## src/rtl/wb_cmd_master_pkg.sv

```systemverilog
// Shared constants for the SPI-to-Wishbone command master: FSM state
// encodings, the command-byte write flag position and word/reply sizes.
package wb_cmd_master_pkg;

    localparam logic [2:0] ST_IDLE  = 3'd0;
    localparam logic [2:0] ST_WDATA = 3'd1;
    localparam logic [2:0] ST_WB_WR = 3'd2;
    localparam logic [2:0] ST_WB_RD = 3'd3;
    localparam logic [2:0] ST_REPLY = 3'd4;

    localparam int CMD_W_BIT   = 7;
    localparam int WORD_BYTES  = 4;
    localparam int REPLY_BYTES = 4;

endpackage

```

## src/rtl/wb_cmd_master.sv

```systemverilog
// Wishbone initiator fed by the SPI slave byte stream. A frame starts with a
// command byte (bit 7 = write, low bits = address). Writes carry 4-byte
// big-endian words, one wb write per word with auto-incrementing address.
// Reads issue one wb read and return the word as 4 reply bytes, MSB first.
// A first-of-frame byte arriving while a wb cycle is open is parked and
// acted on once that cycle finishes.
module wb_cmd_master
    import wb_cmd_master_pkg::*;
#(
    parameter int          ADDR_W    = 7,
    parameter int          TIMEOUT   = 15,
    parameter logic [31:0] ERR_RDATA = 32'hFFFF_FFFF
) (
    input  logic              clk,
    input  logic              rst,
    input  logic [7:0]        in_data,
    input  logic              in_valid,
    input  logic              in_first,
    output logic [7:0]        out_data,
    output logic              out_valid,
    input  logic              out_ready,
    output logic [ADDR_W-1:0] wb_addr,
    output logic [31:0]       wb_wdata,
    input  logic [31:0]       wb_rdata,
    output logic              wb_we,
    output logic              wb_cyc,
    input  logic              wb_ack,
    output logic              busy_o,
    output logic              err_o,
    input  logic              err_clr
);

    logic [2:0]        state;
    logic [ADDR_W-1:0] addr;
    logic [31:0]       shift;
    logic [1:0]        byte_cnt;
    logic [7:0]        tcnt;
    logic              pend_valid;
    logic [7:0]        pend_cmd;

    logic              take_first;
    logic              cyc_busy;
    logic              start_cmd;
    logic [7:0]        cmd;
    logic              timeout_hit;
    logic              last_byte;
    logic              cyc_done;

    // Decode which command (live byte or parked one) starts now and when the open cycle ends
    always_comb begin
        take_first  = in_valid & in_first;
        cyc_busy    = (state == ST_WB_WR) || (state == ST_WB_RD);
        start_cmd   = (take_first & ~cyc_busy) | ((state == ST_IDLE) & pend_valid);
        cmd         = (take_first & ~cyc_busy) ? in_data : pend_cmd;
        timeout_hit = wb_cyc & ~wb_ack & (tcnt == 8'(TIMEOUT - 1));
        cyc_done    = wb_cyc & (wb_ack | timeout_hit);
        last_byte   = (byte_cnt == 2'(WORD_BYTES - 1));
    end

    // Frame FSM, byte shifter, byte counter, timeout counter and wb outputs
    always_ff @(posedge clk or negedge rst) begin
        if (!rst) begin
            state      <= ST_IDLE;
            addr       <= '0;
            shift      <= '0;
            byte_cnt   <= '0;
            tcnt       <= '0;
            pend_valid <= 1'b0;
            pend_cmd   <= '0;
            out_valid  <= 1'b0;
            wb_cyc     <= 1'b0;
            wb_we      <= 1'b0;
            wb_addr    <= '0;
            wb_wdata   <= '0;
        end else if (cyc_busy) begin
            if (take_first) begin
                pend_valid <= 1'b1;
                pend_cmd   <= in_data;
            end
            if (cyc_done) begin
                wb_cyc <= 1'b0;
                wb_we  <= 1'b0;
                if (state == ST_WB_WR) begin
                    addr  <= addr + ADDR_W'(1);
                    state <= (pend_valid | take_first) ? ST_IDLE : ST_WDATA;
                end else begin
                    shift    <= wb_ack ? wb_rdata : ERR_RDATA;
                    byte_cnt <= '0;
                    if (pend_valid | take_first) begin
                        state <= ST_IDLE;
                    end else begin
                        state     <= ST_REPLY;
                        out_valid <= 1'b1;
                    end
                end
            end else begin
                tcnt <= tcnt + 8'd1;
            end
        end else if (start_cmd) begin
            pend_valid <= 1'b0;
            byte_cnt   <= '0;
            out_valid  <= 1'b0;
            addr       <= cmd[ADDR_W-1:0];
            if (cmd[CMD_W_BIT]) begin
                state <= ST_WDATA;
            end else begin
                state   <= ST_WB_RD;
                wb_cyc  <= 1'b1;
                wb_we   <= 1'b0;
                wb_addr <= cmd[ADDR_W-1:0];
                tcnt    <= '0;
            end
        end else if (state == ST_WDATA) begin
            if (in_valid) begin
                shift    <= {shift[23:0], in_data};
                byte_cnt <= byte_cnt + 2'd1;
                if (last_byte) begin
                    state    <= ST_WB_WR;
                    wb_cyc   <= 1'b1;
                    wb_we    <= 1'b1;
                    wb_addr  <= addr;
                    wb_wdata <= {shift[23:0], in_data};
                    tcnt     <= '0;
                end
            end
        end else if (state == ST_REPLY) begin
            if (out_valid & out_ready) begin
                shift    <= {shift[23:0], 8'h00};
                byte_cnt <= byte_cnt + 2'd1;
                if (byte_cnt == 2'(REPLY_BYTES - 1)) begin
                    out_valid <= 1'b0;
                    state     <= ST_IDLE;
                end
            end
        end
    end

    // Sticky error flag: wb timeout or data byte arriving during a write cycle
    always_ff @(posedge clk or negedge rst) begin
        if (!rst) begin
            err_o <= 1'b0;
        end else if (err_clr) begin
            err_o <= 1'b0;
        end else if (timeout_hit || ((state == ST_WB_WR) && in_valid && !in_first)) begin
            err_o <= 1'b1;
        end
    end

    assign busy_o   = wb_cyc;
    assign out_data = out_valid ? shift[31:24] : 8'h00;

endmodule

```

## config.mk

```make
export PLATFORM = sky130hd
export DESIGN_NAME = wb_cmd_master
export DESIGN_NICKNAME = d
export VERILOG_FILES = /design/src/rtl/wb_cmd_master_pkg.sv /design/src/rtl/wb_cmd_master.sv
export SDC_FILE = /design/constraint.sdc
export NUM_CORES = 1
export LEC_CHECK = 0
export ABC_AREA = 1
export ABC_CLOCK_PERIOD_IN_PS = 1960
export BUFFER_PORTS_ARGS = -buffer_cell sky130_fd_sc_hd__buf_2
export CAP_MARGIN = 20
export CELL_PAD_IN_SITES_DETAIL_PLACEMENT = 0
export CELL_PAD_IN_SITES_GLOBAL_PLACEMENT = 1
export CORE_AREA = 10 10 157 101
export CTS_BUF_LIST = sky130_fd_sc_hd__clkbuf_8
export DETAILED_ROUTE_END_ITERATION = 8
export DIE_AREA = 0 0 167 111
export PLACE_DENSITY_LB_ADDON = 0.15
export SLEW_MARGIN = 40
export SYNTH_ARGS = -nofsm -noshare
export SYNTH_HDL_FRONTEND = slang
export SYNTH_SLANG_ARGS = --single-unit
```

## constraint.sdc

```tcl
create_clock -name clk -period 1.96 [get_ports clk]
set_input_delay 0.294 -clock clk [delete_from_list [all_inputs] [get_ports clk]]
set_output_delay 0.294 -clock clk [all_outputs]
set_load 0.01 [all_outputs]
```

* Word-level counts from Yosys, hierarchy flattened
Cells that the tools add are included.
** Storage, ports and cells
- Flip-flop bits (word level) :: 104
- Latch bits :: 0
- ROM bits :: 0
- Memories kept :: 0
- Bits of input ports :: 47
- Output and inout bits :: 52
- Bits in writable memories :: 0
** Cells by class
- Multiplexer cells :: 72
- Reductions and logical operators :: 31
- Add/sub/neg operators :: 3
- Equality and inequality tests :: 20
- Multipliers :: 0
- Bitwise gates (word level) :: 13
- Divide/modulo/power cells :: 0
- Shift-type cells :: 0
- Order comparisons :: 0
** Operators with widths (number)
- 32-bit two-way mux :: 9
- 8-bit two-way mux :: 9
- 7-bit two-way mux :: 9
- 3-bit two-way mux :: 11
- 1-bit two-way mux :: 25
- 5-bit AND reduction :: 5
- 3-bit nonzero test :: 7
- 2-bit two-way mux :: 9
- 2-bit inequality test (second input constant) :: 6
- 4-bit inequality test (second input constant) :: 3
- 6-bit AND reduction :: 2
- 2-bit nonzero test :: 5
- 3-bit inequality test (second input constant) :: 3
- 8-bit by 1-bit adder with 8-bit output (second input constant) :: 1
- 8-bit by 4-bit == test with 1-bit output (second input constant) :: 1
- 4-bit nonzero test :: 2
- 7-bit by 1-bit adder with 7-bit output (second input constant) :: 1
- 1-bit bitwise AND :: 7
- 7-bit AND reduction :: 1
- 3-bit by 2-bit == test with 1-bit output (second input constant) :: 2
- 2-bit by 1-bit inequality test with 1-bit output (second input constant) :: 2
- 2-bit AND reduction :: 2
- 3-bit by 1-bit == test with 1-bit output (second input constant) :: 1
- 3-bit == test (second input constant) :: 1
- other kinds (9) :: 15

* Depth between registers and ports, before layout
Gate-level depths: netlist of run 1.
- Word-level depth :: 8
- Depth in mapped cells :: 12

* Least setup slack after synthesis of run 1
OpenSTA, ideal clock, no wires.
- Kind :: reg2reg
- From :: register tcnt[0]
- To :: register shift[10]
- Required time :: 1.843 ns
- Path slack :: 0.374 ns
- Stages on the path, launching flop included :: 11
- Data arrival time :: 1.469 ns
- Path through :: dfrtp_1 > inv_1 > ha_1 > nand3_1 > nor2_1 > o21ai_1 > nand2_2 > nand3_4 > buf_6 > nand2_1 > o21ai_2
** Between the ends
- Longest elaborated chain between the ends :: 6
** Ends and longest elaborated chain
- start, declared :: line wb_cmd_master.sv:37 : logic [7:0] tcnt;
- start signal, assigned :: line wb_cmd_master.sv:97 : tcnt <= tcnt + 8'd1;
- 8-bit by 4-bit == test with 1-bit output :: line wb_cmd_master.sv:55 : timeout_hit = wb_cyc & ~wb_ack & (tcnt == 8'(TIMEOUT - 1));
- 1-bit bitwise AND :: line wb_cmd_master.sv:55
- 1-bit bitwise OR :: line wb_cmd_master.sv:56 : cyc_done = wb_cyc & (wb_ack | timeout_hit);
- 1-bit bitwise AND :: line wb_cmd_master.sv:56
- 2-bit by 1-bit inequality test with 1-bit output (no source line)
- 6-bit AND reduction (no source line)
- end signal, assigned :: line wb_cmd_master.sv:87 : shift <= wb_ack ? wb_rdata : ERR_RDATA;
- end signal, assigned :: line wb_cmd_master.sv:115 : shift <= {shift[23:0], in_data};
- end signal, assigned :: line wb_cmd_master.sv:128 : shift <= {shift[23:0], 8'h00};
- end, declared :: line wb_cmd_master.sv:35 : logic [31:0] shift;
Every way passes these cells.
A chain may end at the register's enable or synchronous reset.

* Worst setup path in the final report of run 1
- From :: register state[2]
- To :: register shift[13]
** Between the ends
- Longest elaborated chain between the ends :: 7
- Elaborated cells on any way between the ends :: 20
- Those cells by class :: eq/ne (8); mux (3); bitwise (4); reduce/logical (5)
** Ends and longest elaborated chain
- start, declared :: line wb_cmd_master.sv:33 : logic [2:0] state;
- start signal, assigned :: line wb_cmd_master.sv:85 : state <= (pend_valid | take_first) ? ST_IDLE : ST_WDATA;
- 3-bit by 2-bit == test with 1-bit output, on equally long branches :: line wb_cmd_master.sv:52, wb_cmd_master.sv:83
- 1-bit logical OR :: line wb_cmd_master.sv:52 : cyc_busy = (state == ST_WB_WR) || (state == ST_WB_RD);
- 1-bit NOT (no source line)
- 1-bit bitwise AND :: line wb_cmd_master.sv:53 : start_cmd = (take_first & ~cyc_busy) | ((state == ST_IDLE) & pend_valid);
- 1-bit bitwise OR :: line wb_cmd_master.sv:53
- 2-bit inequality test (no source line)
- 6-bit AND reduction (no source line)
Several ways; a longest one is shown, not always the timed one. The select of a mux whose other input is x is not followed.

==> results.ini, run 1 <==
[cts]
clk_latency_ns = 0.36
cts_tree = built
cts.sinks = 104
cts_buffers = 9
root_buffer = clkbuf_8
clk_pin_slew_ns = 0.10
max-clock-path-buffers = 2
htreeDepth = 3

[final_layout]
mostFrequentLayoutCell = nand2_1
final_area_um2 = 6320
syn_to_final_growth_pct = 17.8
nets = 849
drive_gt1_frac = 0.218
final_cell_mix = 223 x nand2_1, 104 x dfrtp_1, 97 x buf_2
final_core_util = 0.480
num_antenna_cells = 0

[critical_path]
path_max_fanout = 36
crit_path_end_kind = flip-flop
crit_chain = inv_2 -> nand2_4 -> nand2_4 -> nand2_4 -> inv_2 -> nand2_1 -> nor2_2 -> nand3_4 -> buf_12 -> nand2_1 -> o21ai_2
critPathBufInv = 3
arrival_ns = 2.11
critPathSlowestCell = dfrtp_1
critical-path-max-stage-delay_ns = 0.47
start_kind = flip-flop
cp_top_family = simple AND/OR/NAND/NOR gates
crit_top_cell = nand2_4
cp.required_ns = 2.22
path_class = reg2reg

[placed_design]
dp_hpwl_um = 11200
place_area_um2 = 6100
io_buffer_count = 98
gp_congestion = 0.882

[global_routing]
grt_first_pass_wirelength_um = 25000
grt_max_degree = 48
antenna_found_initial = 0
grt-ovfl-total = 0
grt.total_usage = 0.161
grt_pass1_vias = 4726

[timing]
finalSetupViolCount = 0
finalMaxSlewViolations = 0
finalCritPeriodShare = 0.945
fmax_mhz = 540
slew_headroom = 0.585
hold_violations = 0
tightest_slew_ns = 0.623
fin_skew_ns = 0.0102
min_period_ns = 1.85
rsz0062_at_grt = yes

[die]
io_pins = 99
num_rows = 33
die_w_um = 167
die_h_um = 111
die_area_um2 = 18500
initial_core_util = 0.407
coreArea_um2 = 13200

[logic_synthesis]
synth-edff-count = 0
yosysSeqAreaShare = 0.485
ys.flop_type = dfrtp_1
yosys.cell_types.count = 29
synthArstFlopShare = 1.00
yosys_register_bits = 104
syn-cell-area_um2 = 5360
synth_cells = 695
synth_nets = 746
yosys_warnings = 0
avgSynthCellArea_um2 = 7.72

[drt]
drc = 0
detail-route-antenna-nets = 0
vias = 4751
avgViaCountPerCell = 4.86
drt-initial-drc-count = 332
routedWlPerCell_um = 15.1
dr.pass1.iters = 5
drt_wl_total_um = 14800

[pwr]
p_per_area_nw_per_um2 = 1470
p_total_w = 0.00928
leakagePower_nw = 3.42
irDropWorstVdd_v = 0.000624

[min_path]
hold_class = in2reg

[run_status]
status = completed

[job]
cap_viol_max_count = 0

[metal layers]
metal  vias up  GRT usage  part of all wire
met5         -          0                 0
met4         0     0.0327            0.0098
met3        13     0.0482             0.070
met2       134      0.234              0.41
met1      2194      0.231              0.51
li1       2410          -                 -
[logic make-up after synthesis]
kind of cell,Yosys count,synth area share
adder cells (fa/ha/maj),4,0.00933
AO/OA/AOI/OAI,136,0.140
buffers and inverters,105,0.0917
AND/OR/NAND/NOR,343,0.269
multiplexers,1,0.00187
XOR/XNOR,2,0.00327
flip-flops,104,0.485
[synthesized netlist by cell type (3+ instances only)]
master    number  area, um^2
nand4_1        6        37.5
nand2_4        4        45.0
nand2_2        6        37.5
o21ai_1       33         165
o21ai_2       14         123
a21oi_1       15        75.1
nor2_1        58         218
buf_2          9        45.0
nor3b_1        3        22.5
o21ai_0       70         350
inv_1         68         255
clkbuf_1      10        37.5
nand2_1      223         837
ha_1           4        50.1
inv_2          5        18.8
nand3_1       37         185
dfrtp_1      104        2600
buf_6         11         124
[metrics by stage]
| stage | hold WS, ns | setup WS [ns] | cells | TNS, ns |
|---|---|---|---|---|
| 2_1_floorplan | -0.00159 | 0.374 | 695 | 0 |
| 5_1_grt | 0.0477 | -0.0294 | 978 | -0.221 |
| 3_5_place_dp | 0.346 | 0.0677 | 961 | 0 |
| 3_3_place_gp | 0.339 | 0.127 | 961 | 0 |
| 6_report | 0.0741 | 0.107 | 978 | 0 |
| 4_1_cts | 0.0559 | 0.0541 | 978 | 0 |
[final timing paths]
check,from,endpoint,slack (ns),cells after the start
hold reg to reg,wb_wdata[16]$_DFFE_PN0P_,wb_wdata[16]$_DFFE_PN0P_,0.47,2
setup reg to reg,state[2]$_DFFE_PN0P_,shift[13]$_DFFE_PN0P_,0.11,11
setup / recovery,state[2]$_DFFE_PN0P_,shift[13]$_DFFE_PN0P_,0.11,11
hold / removal,err_clr,err_o$_DFFE_PN0P_,0.07,2
min in group asynchronous,rst,wb_wdata[14]$_DFFE_PN0P_,0.47,2
max in group asynchronous,rst,wb_wdata[5]$_DFFE_PN0P_,0.87,3
[power breakdown]
group | leakage (nW) | internal [W] | switching, W | total (W)
Combinational | 1.95 | 0.00162 | 0.00280 | 0.00442
Sequential | 1.37 | 0.00292 | 0.000577 | 0.00350
Clock | 0.101 | 0.000620 | 0.000744 | 0.00136
Total | 3.42 | 0.00516 | 0.00412 | 0.00928
[area by class of cell]
| class | count | area [um^2] |
|---|---|---|
| inverters | 73 | 274 |
| multi-input cells | 486 | 2280 |
| fillers | 1328 | 6860 |
| repair buffers | 124 | 741 |
| well taps | 175 | 219 |
| clock buffers | 10 | 138 |
| flip-flops and latches | 104 | 2600 |
| clock inverters | 6 | 61.3 |
[state kept, by name (all words and copies together), names as in the netlist, 2 cells and up]
signal	cells
shift	32
wb_wdata	32
pend_cmd	8
tcnt	8
addr	7
wb_addr	7
state	3
byte_cnt	2
[timing repair]
item	4_1_cts	5_1_grt
buffers inserted	0	0
hold buffers	1	0
resized for setup	0	3
hold endpoints to repair	37	0
setup endpoints to repair	0	58
No activity file was read; power rests on OpenSTA's default activity.
==> run 2, diff against run 1 <==
--- a/config.mk
+++ b/config.mk
@@ -8,7 +8,6 @@
 export ABC_AREA = 1
 export ABC_CLOCK_PERIOD_IN_PS = 1960
 export BUFFER_PORTS_ARGS = -buffer_cell sky130_fd_sc_hd__buf_2
-export CAP_MARGIN = 20
 export CELL_PAD_IN_SITES_DETAIL_PLACEMENT = 0
 export CELL_PAD_IN_SITES_GLOBAL_PLACEMENT = 1
 export CORE_AREA = 10 10 157 101
@@ -16,6 +15,7 @@
 export DETAILED_ROUTE_END_ITERATION = 8
 export DIE_AREA = 0 0 167 111
 export PLACE_DENSITY_LB_ADDON = 0.15
+export REMOVE_ABC_BUFFERS = 1
 export SLEW_MARGIN = 40
 export SYNTH_ARGS = -nofsm -noshare
 export SYNTH_HDL_FRONTEND = slang
==> run 2 against run 1 <==
Die area is the same. Sequential power is essentially flat. Clock skew shrank 0.0012 ns. First-iteration DRC count grew 42%. Core utilization shrank 0.28 points.
==> results.ini, run 2 (synthesis gave the netlist of run 1 again) <==
[critical_path]
cp_top_family = simple AND/OR/NAND/NOR gates
path_max_fanout = 42  ; +17%
critical-path-max-stage-delay_ns = 0.46  ; about the same
crit_path_end_kind = flip-flop
start_kind = flip-flop
critPathSlowestCell = dfrtp_1
cp.required_ns = 2.22  ; about the same
path_class = reg2reg
crit_chain = inv_2 -> nand2_4 -> nand2_4 -> nand2_4 -> inv_2 -> nand2_1 -> nor2_2 -> nand3_4 -> buf_12 -> nand2_1 -> o21ai_2
arrival_ns = 2.10  ; about the same
critPathBufInv = 3  ; unchanged
crit_top_cell = nand2_4

[timing]
finalCritPeriodShare = 0.941  ; -0.00423
finalSetupTns_ns = 0  ; unchanged
finalMaxSlewViolations = 0  ; unchanged
rsz0062_at_grt = yes
fin_skew_ns = 0.00901  ; -0.00120 ns
finalSetupViolCount = 0  ; unchanged
slew_headroom = 0.745  ; +0.160
min_period_ns = 1.84  ; -0.00829 ns
hold_violations = 0  ; unchanged
tightest_slew_ns = 0.383  ; -0.240 ns
fmax_mhz = 542  ; +0.45%

[final_layout]
final_cells = 974  ; -0.41%
final_core_util = 0.477  ; -0.00285
reg_top3 = shift: 32 flops, wb_wdata: 32 flops
drive_gt1_frac = 0.222  ; +0.00359
area.sequential_um2 = 2600  ; unchanged
multiInputGateArea_um2 = 2300  ; +0.99%
mostFrequentLayoutCell = nand2_1
syn_to_final_growth_pct = 17.1
nets = 846  ; -0.35%
n_fill_cell = 1344  ; +1.2%
num_antenna_cells = 0  ; unchanged
final_cell_mix = 220 x nand2_1, 104 x dfrtp_1, 97 x buf_2

[pwr]
p_total_w = 0.00920  ; -0.88%
p_per_area_nw_per_um2 = 1460  ; -0.29%
irDropWorstVdd_v = 0.000558  ; -11%
leakagePower_nw = 3.40  ; -0.72%

[drt]
met3_length_um = 1070  ; +3.7%
routedWlPerCell_um = 15.4  ; +1.7%
wl_met2_um = 6110  ; unchanged
detail-route-antenna-nets = 0  ; unchanged
drc = 0  ; unchanged
avgViaCountPerCell = 4.91  ; +1.2%
top_layer_used = met4
drt_wl_total_um = 15000  ; +1.3%
vias = 4786  ; +0.74%
dr.pass1.iters = 5  ; unchanged
met1_length_um = 7710  ; +3.1%
drt-initial-drc-count = 470  ; +42%

[die]
io_pins = 99  ; unchanged
die_area_um2 = 18500  ; unchanged
num_rows = 33  ; unchanged
die_h_um = 111  ; unchanged
die_w_um = 167  ; unchanged
initial_core_util = 0.407  ; unchanged
coreArea_um2 = 13200  ; unchanged

[cts]
htreeDepth = 3  ; unchanged
cts_tree = built
root_buffer = clkbuf_8
cts_buffers = 9  ; unchanged
clk_latency_ns = 0.37  ; about the same
cts.sinks = 104  ; unchanged
max-clock-path-buffers = 2  ; unchanged
clk_pin_slew_ns = 0.10  ; about the same

[global_routing]
grt_max_degree = 50  ; +4.2%
grt_pass1_vias = 4609  ; -2.5%
grt_first_pass_wirelength_um = 24300  ; -3.0%
grt.total_usage = 0.158  ; -0.00320
antenna_found_initial = 0  ; unchanged
grt-ovfl-total = 0  ; unchanged

[run_status]
status = completed

[placed_design]
gp_congestion = 0.881  ; about the same
dp.cells = 957  ; -0.42%
io_buffer_count = 98  ; unchanged
dp_hpwl_um = 11000  ; -2.5%

[min_path]
hold_class = in2reg

[job]
cap_viol_max_count = 0  ; unchanged

run 2: worst paths after layout:
path | slack [ns] | to | cells after the start | from
worst max-delay path | 0.12 | shift[14]$_DFFE_PN0P_ | 11 | state[2]$_DFFE_PN0P_
worst min-delay path | 0.07 | err_o$_DFFE_PN0P_ | 2 | err_clr
worst max register to register | 0.12 | shift[14]$_DFFE_PN0P_ | 11 | state[2]$_DFFE_PN0P_
worst min register to register | 0.48 | wb_wdata[16]$_DFFE_PN0P_ | 2 | wb_wdata[16]$_DFFE_PN0P_
max in group asynchronous | 0.99 | shift[22]$_DFFE_PN0P_ | 3 | rst
min in group asynchronous | 0.37 | wb_wdata[13]$_DFFE_PN0P_ | 2 | rst
run 2: power by group:
part	total, W	leakage [nW]	switching, W	internal [W]
Clock	0.00121	0.0827	0.000755	0.000452
Sequential	0.00350	1.37	0.000580	0.00292
Combinational	0.00449	1.94	0.00286	0.00163
Total	0.00920	3.40	0.00419	0.00500
run 2: area by class of cell:
cell class / count / area share
well taps: 175 / 0.0349
inverters: 73 / 0.0436
clock inverters: 6 / 0.00598
multi-input cells: 486 / 0.367
repair buffers: 121 / 0.114
flip-flops and latches: 104 / 0.415
clock buffers: 9 / 0.0197
run 2: layer usage:
metal  GRT usage  vias up
li1            -     2404
met1       0.233     2222
met2       0.221      154
met3      0.0464        6
met4      0.0321        0
met5           0        -
run 2: worst register-to-register path, delay by kind of cell, from the launching register on:
family	cells	cell delay (ns)
buf+inv	3	0.49
simple gates	7	0.74
compound gates	1	0.05
flops	1	0.46
run 2: repair_timing:
item / in CTS / in global routing
endpoints found under the setup margin: 2 / 41
buffers inserted: 0 / 1
resized for setup: 1 / 9
hold endpoints to repair: 24 / 0
hold buffers: 1 / 0
run 2: stage by stage:
step | area, um^2 | setup slack (ns) | hold WS, ns
finish | 6280 | 0.115 | 0.0667
global route | 6280 | -0.00435 | 0.0328
CTS | 6240 | 0.00466 | 0.0413
detailed placement | 6070 | -0.0192 | 0.241
global placement | 6070 | 0.00662 | 0.235
floorplan | 5150 | -0.341 | -0.00159
==> run 3, diff against run 2 <==
--- a/config.mk
+++ b/config.mk
@@ -10,10 +10,10 @@
 export BUFFER_PORTS_ARGS = -buffer_cell sky130_fd_sc_hd__buf_2
 export CELL_PAD_IN_SITES_DETAIL_PLACEMENT = 0
 export CELL_PAD_IN_SITES_GLOBAL_PLACEMENT = 1
-export CORE_AREA = 10 10 157 101
+export CORE_AREA = 10 10 161 103
 export CTS_BUF_LIST = sky130_fd_sc_hd__clkbuf_8
 export DETAILED_ROUTE_END_ITERATION = 8
-export DIE_AREA = 0 0 167 111
+export DIE_AREA = 0 0 171 113
 export PLACE_DENSITY_LB_ADDON = 0.15
 export REMOVE_ABC_BUFFERS = 1
 export SLEW_MARGIN = 40
==> run 3 against run 2 <==
Combinational power about the same. Wire length increased by 0.63%. Sequential cell count unchanged. Hold slack got worse by 0.0049 ns. Core utilization decreased by 1.0 points. Maximum frequency increased by 2.5%. Final area increased by 0.66%. Critical path type unchanged. Critical endpoint is now shift[8]$_DFFE_PN0P_. Global-route usage decreased by 0.068 points. Non-clock buffer count increased by 1.
==> results.ini, run 3 (synthesis gave the netlist of run 1 again) <==
[die]
coreArea_um2 = 13500  ; +2.8%
initial_core_util = 0.396  ; -0.0112
die_w_um = 171  ; +2.4%
die_area_um2 = 19300  ; +4.2%
die_h_um = 113  ; +1.8%
io_pins = 99  ; unchanged
num_rows = 33  ; unchanged

[global_routing]
grt.total_usage = 0.157  ; -0.000676
grt-ovfl-total = 0  ; unchanged
grt_pass1_vias = 4671  ; +1.3%
antenna_found_initial = 0  ; unchanged
grt_first_pass_wirelength_um = 24800  ; +2.0%
grt_max_degree = 64  ; +28%

[final_layout]
nets = 847  ; +0.12%
syn_to_final_growth_pct = 17.8
drive_gt1_frac = 0.223  ; +0.000973
num_antenna_cells = 0  ; unchanged
final_cells = 975  ; +0.10%
reg_top3 = shift: 32 flops, wb_wdata: 32 flops
final_core_util = 0.467  ; -0.0100
final_cell_mix = 220 x nand2_1, 104 x dfrtp_1, 97 x buf_2
mostFrequentLayoutCell = nand2_1
final_area_um2 = 6320  ; +0.66%

[pwr]
irDropWorstVdd_v = 0.000534  ; -4.3%
p_per_area_nw_per_um2 = 1490  ; +1.9%
leakagePower_nw = 3.41  ; +0.50%

[timing]
slew_headroom = 0.757  ; +0.0119
finalMaxSlewViolations = 0  ; unchanged
tightest_slew_ns = 0.365  ; -0.0178 ns
hold-worst-slack_ns = 0.0617  ; -0.00494 ns
hold_violations = 0  ; unchanged
finalSetupViolCount = 0  ; unchanged
fmax_mhz = 556  ; +2.5%
min_period_ns = 1.80  ; -0.0446 ns
fin_skew_ns = 0.0113  ; +0.00230 ns
finalCritPeriodShare = 0.918  ; -0.0228

[drt]
detail-route-antenna-nets = 0  ; unchanged
vias = 4766  ; -0.42%
drt-initial-drc-count = 376  ; -20%
dr.pass1.iters = 6  ; +1
routedWlPerCell_um = 15.4  ; +0.53%
drt_wl_total_um = 15100  ; +0.63%
drc = 0  ; unchanged
avgViaCountPerCell = 4.89  ; -0.52%

[placed_design]
place_area_um2 = 6060  ; about the same
dp_hpwl_um = 11200  ; +2.0%
dp.cells = 958  ; +0.10%
io_buffer_count = 98  ; unchanged
gp_congestion = 0.880  ; about the same

[critical_path]
path_max_fanout = 34  ; -19%
start_kind = flip-flop
arrival_ns = 2.06  ; -0.04 ns
cp.required_ns = 2.22  ; about the same
path_class = reg2reg
crit_path_end_kind = flip-flop

[cts]
clk_pin_slew_ns = 0.10  ; about the same
cts_tree = built
max-clock-path-buffers = 2  ; unchanged
cts_buffers = 9  ; unchanged
clk_latency_ns = 0.37  ; about the same
root_buffer = clkbuf_8
htreeDepth = 3  ; unchanged
cts.sinks = 104  ; unchanged

[job]
cap_viol_max_count = 0  ; unchanged

[min_path]
hold_class = in2reg

[run_status]
status = completed

==> run 3: per-layer routing <==
metal / part of all wire / GRT usage
met5: 0 / 0
met4: 0.0077 / 0.0312
met3: 0.081 / 0.0451
met2: 0.40 / 0.217
met1: 0.51 / 0.236
==> run 3: path summary, 6_finish.rpt <==
path,start,to,slack (ns),depth (start not counted)
worst max-delay path,state[2]$_DFFE_PN0P_,shift[8]$_DFFE_PN0P_,0.16,11
worst min-delay path,err_clr,err_o$_DFFE_PN0P_,0.06,2
worst max register to register,state[2]$_DFFE_PN0P_,shift[8]$_DFFE_PN0P_,0.16,11
worst min register to register,wb_wdata[15]$_DFFE_PN0P_,wb_wdata[15]$_DFFE_PN0P_,0.47,2
max in group asynchronous,rst,shift[19]$_DFFE_PN0P_,0.96,3
min in group asynchronous,rst,wb_wdata[22]$_DFFE_PN0P_,0.35,2
==> run 3: area by class of cell <==
| type | count | area (um^2) |
|---|---|---|
| clock buffers | 12 | 165 |
| repair buffers | 122 | 717 |
| inverters | 73 | 278 |
| clock inverters | 3 | 41.3 |
| well taps | 175 | 219 |
| fillers | 1398 | 7220 |
| flip-flops and latches | 104 | 2600 |
| multi-input cells | 486 | 2300 |
==> run 3: where the power goes <==
group          total [W]  internal [W]  switching, W
sequential       0.00349       0.00292      0.000567
combinational    0.00452       0.00165       0.00287
clock            0.00142      0.000685      0.000736
==> run 3: per-stage QoR <==
stage          worst slack (ns)  power, W  TNS (ns)
2_1_floorplan            -0.341   0.00627    -14.58
5_1_grt                -0.00403    0.0103  -0.00403
3_3_place_gp             0.0350   0.00789         0
3_5_place_dp             0.0320   0.00798         0
4_1_cts                  0.0252   0.00943         0
6_report                  0.160   0.00943         0
==> run 3: timing repair <==
action	CTS	global route
endpoints found under the hold margin	20	0
resized for setup	0	12
setup endpoints to repair	0	59
setup buffers	0	1
hold buffers	1	0
==> run 3: worst max-delay path: stages, from the launching register on <==
cell and delay (ns):
dfrtp_1 0.46, inv_2 0.09, nand2_4 0.10, nand2_4 0.11
nand2_4 0.07, inv_4 0.13, nand2_1 0.08, nor2_2 0.13
nand3_4 0.16, buf_12 0.21, nand2_1 0.09, o21ai_2 0.05
